$ cat src/rtl/weight_loader.sv
// Streams neuron weights from a word-wide ROM into per-neuron FIFOs, one word per
// FETCH/CAPTURE/WRITE round, stalling on the target FIFO's full flag only.
module weight_loader #(
    parameter int  NO_IPN   = 4,
    parameter int  NO_NPL   = 4,
    parameter int  WEIGHT_W = 4,
    parameter int  WORD_W   = 16,
    localparam int WPN      = NO_IPN * WEIGHT_W / WORD_W,
    localparam int N_WORDS  = NO_NPL * WPN,
    localparam int ADDR_W   = (N_WORDS > 1) ? $clog2(N_WORDS) : 1
) (
    input  logic              clk,
    input  logic              rst,
    input  logic              start,
    output logic              rom_r_en,
    output logic [ADDR_W-1:0] rom_addr,
    input  logic [WORD_W-1:0] rom_data,
    output logic [NO_NPL-1:0] node_wr_en,
    output logic [WORD_W-1:0] node_data,
    input  logic [NO_NPL-1:0] node_full,
    output logic              busy,
    output logic              done,
    output logic [ADDR_W:0]   words_written
);

    typedef enum logic [2:0] {
        S_IDLE,
        S_FETCH,
        S_CAPTURE,
        S_WRITE,
        S_DONE
    } state_t;

    localparam logic [ADDR_W-1:0] LAST_ADDR = ADDR_W'(N_WORDS - 1);

    state_t            state_q, state_d;
    logic [ADDR_W-1:0] addr_q, addr_d;
    logic [WORD_W-1:0] word_q, word_d;
    logic [ADDR_W:0]   cnt_q, cnt_d;
    logic [NO_NPL-1:0] tgt_oh;
    logic              tgt_full;

    // Target neuron is addr / WPN; a range compare per neuron avoids a divider.
    always_comb begin
        tgt_oh = '0;
        for (int n = 0; n < NO_NPL; n++) begin
            if (int'(addr_q) >= n * WPN && int'(addr_q) < (n + 1) * WPN)
                tgt_oh[n] = 1'b1;
        end
    end

    assign tgt_full = |(tgt_oh & node_full);

    always_ff @(posedge clk) begin
        if (rst) begin
            state_q <= S_IDLE;
            addr_q  <= '0;
            word_q  <= '0;
            cnt_q   <= '0;
        end else begin
            state_q <= state_d;
            addr_q  <= addr_d;
            word_q  <= word_d;
            cnt_q   <= cnt_d;
        end
    end

    always_comb begin
        state_d    = state_q;
        addr_d     = addr_q;
        word_d     = word_q;
        cnt_d      = cnt_q;
        rom_r_en   = 1'b0;
        node_wr_en = '0;
        done       = 1'b0;
        case (state_q)
            S_IDLE: begin
                if (start) begin
                    state_d = S_FETCH;
                    addr_d  = '0;
                    cnt_d   = '0;
                end
            end
            S_FETCH: begin
                rom_r_en = 1'b1;
                state_d  = S_CAPTURE;
            end
            S_CAPTURE: begin
                word_d  = rom_data;
                state_d = S_WRITE;
            end
            S_WRITE: begin
                // A full target holds word and address; no timeout by design.
                if (!tgt_full) begin
                    node_wr_en = tgt_oh;
                    cnt_d      = cnt_q + (ADDR_W + 1)'(1);
                    if (addr_q == LAST_ADDR) begin
                        state_d = S_DONE;
                    end else begin
                        addr_d  = addr_q + ADDR_W'(1);
                        state_d = S_FETCH;
                    end
                end
            end
            S_DONE: begin
                done    = 1'b1;
                state_d = S_IDLE;
            end
            default: state_d = S_IDLE;
        endcase
    end

    assign rom_addr      = addr_q;
    assign node_data     = word_q;
    assign busy          = (state_q != S_IDLE);
    assign words_written = cnt_q;

endmodule

$ cat config.mk
export PLATFORM = sky130hd
export DESIGN_NAME = weight_loader
export DESIGN_NICKNAME = d
export VERILOG_FILES = /design/src/rtl/weight_loader.sv
export SDC_FILE = /design/constraint.sdc
export NUM_CORES = 1
export LEC_CHECK = 0
export ABC_CLOCK_PERIOD_IN_PS = 1900
export BUFFER_PORTS_ARGS = -buffer_cell sky130_fd_sc_hd__buf_2
export CAP_MARGIN = 20
export CORE_MARGIN = 2
export CORE_UTILIZATION = 45
export DETAILED_ROUTE_END_ITERATION = 8
export PLACE_DENSITY = 0.78
export RECOVER_POWER = 25
export SETUP_SLACK_MARGIN = 0.02
export SLEW_MARGIN = 20
export SYNTH_ARGS = -nofsm -noshare
export SYNTH_HDL_FRONTEND = slang
export SYNTH_SLANG_ARGS = --single-unit
$ cat constraint.sdc
create_clock -name clk -period 1.9 [get_ports clk]
set_input_delay 0.19 -clock clk [delete_from_list [all_inputs] [get_ports clk]]
set_output_delay 0.19 -clock clk [all_outputs]
set_load 0.03 [all_outputs]
# Word-level counts from Yosys, hierarchy flattened
# Index checks and enable logic that the tools add are counted.
# W data, S select, Z words.
[totals]
regBits = 24
inputBits = 23
out_inout_bits = 28
word_cells = 49
[classes]
add_sub_neg = 2
magnitude_cmp = 6
n_eq_ne = 8
n_mux = 19
n_bitwise = 1
n_reduce_logical = 9
[op_table]
columns = ["op", "n"]
rows = [
  ["$mux W3", 5],
  ["$pmux W3 S4", 1],
  ["$mux W4", 2],
  ["$eq A3 B2 Y1 const B", 2],
  ["$mux W1", 6],
  ["$mux W2", 3],
  ["$ne A2 B2 Y1 const B", 3],
  ["$pmux W3 S2", 1],
  ["$and A4 B4 Y4", 1],
  ["$ge A2 B2 Y1 const B", 2],
  ["$lt A2 B2 Y1 const B", 2],
  ["$pmux W2 S2", 1],
  ["$reduce_and A4 Y1", 1],
  ["$reduce_or A4 Y1", 1],
  ["$add A3 B1 Y3 const B", 1],
  ["$eq A3 B1 Y1 const B", 1],
  ["$eq A3 B3 Y1 const B", 1],
  ["$logic_not A3 Y1", 1],
  ["$reduce_and A3 Y1", 1],
  ["$reduce_bool A3 Y1", 1],
  ["$add A2 B1 Y2 const B", 1],
  ["$eq A2 B2 Y1 const B", 1],
  ["$ge A2 B1 Y1 const B", 1],
  ["$logic_and A1 B1 Y1", 2],
  ["other kinds (3)", 3],
]

# Logic depth before layout (Yosys ltp)
# Gate-level depths: netlist (run 1).
[logic_depth]
ltp_word = 7
mapped_depth = 7
ltp_nobuf = 6

# Worst setup path before layout (run 1)
# Ideal clock, no wire load.
[synth_path]
path_type = "reg-to-reg"
from = "reg addr_q[0], in the netlist rom_addr[0]"
to = "reg state_q[2]"
setup_ns = 0.066
arrival_time_ns = 1.923
t_required_ns = 1.834
setup_slack_ns = -0.089
path_stages_with_launch = 8
n_path_buf = 1
synth_period_minus_slack_ns = 1.989
cell_sequence = "dfxtp_1 inv_1 ha_1 a22oi_2 and4_1 buf_4 and2_1 nor2b_1"
[synth_between]
elab_chain_cells = 7
word_cells_on_any_way = 20
cone_classes = "order compare: 6; eq/ne: 2; mux: 7; bitwise: 1; reduce/logical: 4"
[synth_lines]
columns = ["element", "line", "text"]
rows = [
  ["start, declared", "37", "logic [ADDR_W-1:0] addr_q, addr_d;"],
  ["start signal, assigned", "62", "addr_q <= addr_d;"],
  ["$ge A2 B1 Y1, or another cell as far along", "47", "if (int'(addr_q) >= n * WPN && int'(addr_q) < (n + 1) * WPN)"],
  ["$logic_and A1 B1 Y1", "47", ""],
  ["$mux W1", "47", ""],
  ["$and A4 B4 Y4", "52", "assign tgt_full = |(tgt_oh & node_full);"],
  ["$reduce_or A4 Y1", "52", ""],
  ["$ne A2 B2 Y1 (no line)", "-", ""],
  ["$reduce_and A2 Y1 (no line)", "-", ""],
  ["end signal, assigned", "61", "state_q <= state_d;"],
  ["end, declared", "36", "state_t state_q, state_d;"],
]
# Several ways; a longest one is shown, not always the timed one. The select of a mux whose other input is x is not followed.
# A chain may end at the register's enable or synchronous reset.

# Worst setup path in the final report (run 1)
[layout_path]
from = "reg addr_q[1], in the netlist rom_addr[1]"
to = "out node_wr_en[3]"
[layout_between]
elab_chain_cells = 7
word_cells_on_any_way = 16
cone_classes = "order compare: 6; mux: 6; bitwise: 1; reduce/logical: 3"
[layout_lines]
columns = ["element", "line", "text"]
rows = [
  ["$ge A2 B1 Y1, or another cell as far along", "47", ""],
  ["$logic_and A1 B1 Y1", "47", ""],
  ["$mux W1", "47", ""],
  ["$and A4 B4 Y4", "52", ""],
  ["$reduce_or A4 Y1", "52", ""],
  ["$mux W4 *", "94", "if (!tgt_full) begin"],
  ["$mux W4 *", "76", "case (state_q)"],
  ["end, declared", "18", "output logic [NO_NPL-1:0] node_wr_en,"],
]
# Every way passes the cells marked *; elsewhere a longest branch is shown, timed or not.

==> qor.yml, run 1 <==
critPathCaptureType: "primary output"
cp.arrival_ps: 1670
grt_pass1_wl_um: 4220
status: "finished clean"
ys_warn_count: 0
max_freq_ghz: 0.537
io_pins: 51
slew_violations: 0
setup_tns_ps: 0
yosysTopAreaCell: "dfxtp_1"
cp_cell_sequence: "inv_2 > ha_2 > a22oi_2 > and4_4 > and2_4 > buf_6"
holdPathStages: 3
yosysMostFrequentCell: "nand2_1"
final_nets: 216
rsz0062_at_grt: "true"
htreeDepth: 1
antenna_found_initial: 0
period_share: 0.980
grt_max_degree: 25
die-height_um: 52.9
min_period_ps: 1860
vias: 1119
synth_area_leaders: "dfxtp_1 45%, nand2_1 12%, a21oi_1 8.8%"
synth_nets: 159
synthTopCellsByCount: "34 x nand2_1, 24 x dfxtp_1, 19 x a21oi_1"
min_from: "rom_data[14]"
hold_class: "input port to flip-flop"
synth-seq-cells: 24
dp_hpwl_um: 1970
power.density_mw_per_mm2: 671
r2r_slack_ps: 130
numCtsBuffers: 3
cts.path.max_buffers: 2
remaining_drc_errors: 0
drtPass1Iterations: 6
cp_max_fo: 5
area_growth_syn_to_layout_pct: 37.5
vias_per_cell: 5.20
insertion_delay_ps: 300
maxSlewHeadroom: 0.606
portBuffers: 50
rows: 17
synth_edf_count: 0
drt_iter0_drc: 11
dieArea_mm2: 0.00280
layout-drive-gt1-share: 0.364
synth_ff_type: "dfxtp_1"
worst_pin_slew_ps: 589
cap_violations: 0
slowest_stage: "dfxtp_4"
clk_pin_slew_ps: 130
synthArstFlopShare: 0
p_leak_nw: 0.658
seq_area_frac_synth: 0.446
crit_type: "flip-flop to primary output"
cts_tree: "done"
synth_cell_types: 29
clock-sinks: 24
cts_root_buf: "clkbuf_4"
postSynthAreaPerCell_um2: 8.22
setup_viol: 0
hold_end: "node_data[14]$_SDFFE_PP0P_"
reg2regPathDepth: 8
reg2reg_from: "rom_addr[1]$_SDFFE_PP0P_"
netlist_area_mm2: 0.00108
clock-skew-final_ps: 2.72
ant_nets: 0
gp_congestion: 0.795
crit_path_start_kind: "flip-flop"
r2r_end: "rom_addr[0]$_SDFFE_PP0P_"
hold_viol_final: 0
critPathRequiredTime_ps: 1710
critPathMaxStageDelay_ps: 410
final_util: 0.663
n_antenna_cell: 0
detail_route.wl_per_cell_um: 12.9
fp.dieW_um: 52.9
ir_drop_mv: 0.516
netlist_instances: 131
wirelength_um: 2780
start_util: 0.482
grt_usage: 0.204
core_mm2: 0.00223
grt_pass1_vias: 1056
crit_start: "rom_addr[1]$_SDFFE_PP0P_"
yosys.area.top_type_share: 0.446
grt.overflow.total: 0
[metal layers]
| metal | GRT usage | routed length, um | share of wire | vias to the layer above |
|---|---|---|---|---|
| li1 | - | - | - | 556 |
| met5 | 0 | 0 | 0 | - |
| met3 | 0.0311 | 129 | 0.046 | 4 |
| met4 | 0.0897 | 36 | 0.013 | 0 |
| met2 | 0.369 | 1420 | 0.51 | 40 |
| met1 | 0.235 | 1200 | 0.43 | 519 |
[worst max-delay path, delay by kind of cell (launching register included)]
family | cells | cell delay [ps]
AND/OR/NAND/NOR | 2 | 440
AO/OA/AOI/OAI | 1 | 180
adder cells (fa/ha/maj) | 1 | 170
buffers and inverters | 2 | 180
flip-flops | 1 | 410
[flip-flops by register name, summed over array words and instances, names as in the netlist]
register       count
node_data         16
rom_addr           2
state_q            3
words_written      3
[cell usage in the layout (no fill, tap or decap), types with 2 or more instances in the layout]
cell type  count
buf_4          9
nand2b_1       2
a21oi_1       19
clkbuf_1      12
and2_4         4
nor2_1         4
inv_1          3
a21o_1         2
a22oi_2        2
clkbuf_4       3
dfxtp_4        2
nand2_1       34
dfxtp_1       22
a31oi_1        2
o21ai_0        3
nor3_1         4
buf_6          4
inv_2          2
ha_2           3
buf_2         34
[stage by stage]
stage               hold WS [ps]  setup slack (ps)  std cells  power [mW]  cell area, um^2
detailed placement           439               110        203       0.740             1340
global route                97.1             -46.7        215        1.04             1480
floorplan                    326              59.6        131       0.678             1080
finish                       106              37.6        215       0.994             1480
CTS                         97.4              29.5        212        1.00             1460
global placement             432               219        203       0.734             1340
[where the power goes]
part	switching [mW]	internal, mW
Combinational	0.126	0.0629
Sequential	0.0177	0.524
Clock	0.147	0.117
[worst max-delay path by stage]
stage	endpoint	slack [ps]
3_5_place_dp	words_written[2]$_SDFFE_PP0P_	110
2_1_floorplan	state_q[2]$_SDFFE_PP0P_	60
3_3_place_gp	words_written[2]$_SDFFE_PP0P_	220
6_report	node_wr_en[3]	40
4_1_cts	node_wr_en[1]	30
5_1_grt	node_wr_en[3]	-50
[kinds of logic (layout without fill, tap and decap cells)]
group	after synthesis	in the layout	share of synthesized area
fa+ha+maj	5	5	0.0581
buf+inv	12	68	0.0499
flops	24	24	0.446
compound gates	34	34	0.210
simple gates	56	56	0.236
[layout make-up]
cell class / instances / area [um^2]
inverter: 5 / 18.8
tap: 28 / 35.0
timing repair buffer: 59 / 328
fill: 204 / 752
sequential: 24 / 488
multi-input combinational: 95 / 576
clock buffer: 4 / 36.3
[repair_timing]
action                                  4_1_cts  5_1_grt
cloned                                        0        0
resized for setup                            18        4
setup buffers                                 5        3
hold buffers                                  0        0
pin swaps                                     3        3
endpoints found under the setup margin        4        4
Power figures use the tool's default switching activity.
==> run 2, diff against run 1 <==
--- a/config.mk
+++ b/config.mk
@@ -8,10 +8,10 @@
 export ABC_CLOCK_PERIOD_IN_PS = 1900
 export BUFFER_PORTS_ARGS = -buffer_cell sky130_fd_sc_hd__buf_2
 export CAP_MARGIN = 20
-export CORE_MARGIN = 2
-export CORE_UTILIZATION = 45
+export CORE_UTILIZATION = 47
+export CTS_BUF_LIST = sky130_fd_sc_hd__clkbuf_2
 export DETAILED_ROUTE_END_ITERATION = 8
-export PLACE_DENSITY = 0.78
+export PLACE_DENSITY = 0.81
 export RECOVER_POWER = 25
 export SETUP_SLACK_MARGIN = 0.02
 export SLEW_MARGIN = 20
==> run 2 against run 1 <==
The run now ends with negative setup slack left; maximum frequency fell by 4.3%; setup slack got worse by 84 ps; clock-buffer cell count fell by 1; global-route usage increased by 2.8 points; non-clock buffer count is 2 lower; cell count is 1.4% lower; largest power group unchanged; largest cell class unchanged.
==> qor.yml, run 2 (synthesis gave the netlist of run 1 again) <==
core_mm2: 0.00206  # -7.7%
ant_nets: 0  # unchanged
insertion_delay_ps: 330  # +30 ps
vias: 1134  # +1.3%
detail_route.wl_per_cell_um: 13.5  # +4.5%
cp.arrival_ps: 1760  # +90 ps
slew_violations: 0  # unchanged
clock-skew-final_ps: 9.55  # +6.83 ps
dieArea_mm2: 0.00249  # -11%
fillers: 176  # -14%
crit_type: "flip-flop to primary output"
rsz0062_at_grt: "true"
clk_pin_slew_ps: 210  # +80 ps
mostFrequentLayoutCells: "34 x nand2_1, 34 x buf_2, 22 x dfxtp_1, 19 x a21oi_1, 12 x clkbuf_1"
largest_reg_flops: 16  # unchanged
htreeDepth: 1  # unchanged
power.density_mw_per_mm2: 622  # -7.3%
layout.cells.non_filler: 212  # -1.4%
critPathMaxStageDelay_ps: 440  # +30 ps
violations: "negative setup slack"
grt.overflow.total: 0  # unchanged
post-place-ws_ps: 73.3  # -36.9 ps
period_share: 1.02  # +0.0440
clock-sinks: 24  # unchanged
fp.dieW_um: 49.9  # -5.8%
rows: 16  # -1
p_leak_nw: 0.649  # -1.5%
grt_max_degree: 25  # unchanged
die-height_um: 49.9  # -5.8%
drtPass1Iterations: 4  # -2
cts.path.max_buffers: 2  # unchanged
cts_tree: "done"
fin_ws_ps: -46.0  # -83.6 ps
r2r_slack_ps: 120  # about the same
slowest_stage: "dfxtp_4"
worst_pin_slew_ps: 595  # +6.08 ps
final_nets: 214  # -0.93%
io_pins: 51  # unchanged
ir_drop_mv: 0.488  # -5.4%
placedCellCount: 202  # -0.49%
vias_per_cell: 5.35  # +2.8%
cp_max_fo: 5  # unchanged
crit_path_start_kind: "flip-flop"
critPathRequiredTime_ps: 1710  # about the same
min_period_ps: 1950  # +83.6 ps
dp_hpwl_um: 1830  # -7.1%
power.total_uw: 923  # -7.2%
cts_root_buf: "clkbuf_2"
status: "finished with violations"
critPathCaptureType: "primary output"
gp_congestion: 0.823  # +3.5%
numCtsBuffers: 3  # unchanged
grt_usage: 0.232  # +0.0281
grt_pass1_vias: 1044  # -1.1%
hold_class: "input port to flip-flop"
remaining_drc_errors: 0  # unchanged
area_growth_syn_to_layout_pct: 37.6  # about the same
max_freq_ghz: 0.514  # -4.3%
drt_iter0_drc: 13  # +2
start_util: 0.522  # +0.0401
n_antenna_cell: 0  # unchanged
layout-drive-gt1-share: 0.351  # -0.0123
grt_pass1_wl_um: 4430  # +4.9%
hold_viol_final: 0  # unchanged
antenna_found_initial: 0  # unchanged
wirelength_um: 2870  # +3.1%
cp_cell_sequence: "inv_4 > ha_4 > a22oi_2 > and4_4 > and2_4 > buf_6"
cap_violations: 0  # unchanged
setup_viol: 4  # +4
maxSlewHeadroom: 0.602  # -0.00407
portBuffers: 50  # unchanged
[run 2: cell count changes in the layout (fill, tap and decap cells not counted), sizes merged]
cell    change
buf         -2
clkinv      +1
clkbuf      -1
[run 2: through the flow]
stage	hold WS (ps)	TNS (ps)	util	cell area (um^2)
3_5_place_dp	437	0	0.648	1340
3_3_place_gp	431	0	0.648	1340
2_1_floorplan	326	0	-	1080
4_1_cts	48.4	-17.5	0.709	1460
5_1_grt	27.8	-475	0.719	1480
6_report	58.6	-124	0.719	1480
[run 2: final cells by class]
cell class                      count  area (um^2)  share of cell area
Clock inverter                      1         3.75             0.00253
Inverter                            5         23.8              0.0160
Sequential cell                    24          488               0.329
Clock buffer                        3         15.0              0.0101
Tap cell                           27         33.8              0.0228
Multi-Input combinational cell     95          606               0.408
Timing Repair Buffer               57          313               0.211
[run 2: layer usage]
metal / vias to the layer above / share of wire / GRT usage
met5: - / 0 / 0
met4: 0 / 0.014 / 0.0571
met3: 7 / 0.044 / 0.0679
met1: 541 / 0.42 / 0.273
met2: 34 / 0.52 / 0.408
li1: 552 / - / -
[run 2: timing repair]
action                                  CTS  global route
pin swaps                                 6             6
hold buffers                              0             0
gates resized for setup                  26             2
buffers inserted                          4             2
gates cloned                              0             0
endpoints found under the setup margin    4             4
[run 2: final timing paths]
check | from | to | depth (start not counted)
worst max-delay path | rom_addr[1]$_SDFFE_PP0P_ | node_wr_en[2] | 6
worst min register to register | node_data[0]$_SDFFE_PP0P_ | node_data[0]$_SDFFE_PP0P_ | 2
worst max register to register | rom_addr[1]$_SDFFE_PP0P_ | words_written[2]$_SDFFE_PP0P_ | 8
worst min-delay path | rom_data[6] | node_data[6]$_SDFFE_PP0P_ | 3
[run 2: power by group]
| group | total, mW | switching, mW | leakage (nW) | internal, mW |
|---|---|---|---|---|
| logic | 0.190 | 0.128 | 0.438 | 0.0621 |
| registers | 0.544 | 0.0192 | 0.197 | 0.525 |
| clock network | 0.188 | 0.142 | 0.0140 | 0.0457 |
| total | 0.923 | 0.290 | 0.649 | 0.633 |
[run 2: critical path: cells and delay by family, from the launching register on]
| kind | cells | cell delay [ps] |
|---|---|---|
| AO/OA/AOI/OAI | 1 | 200 |
| AND/OR/NAND/NOR | 2 | 450 |
| adder cells (fa/ha/maj) | 1 | 160 |
| flip-flops | 1 | 440 |
| buffers and inverters | 2 | 190 |
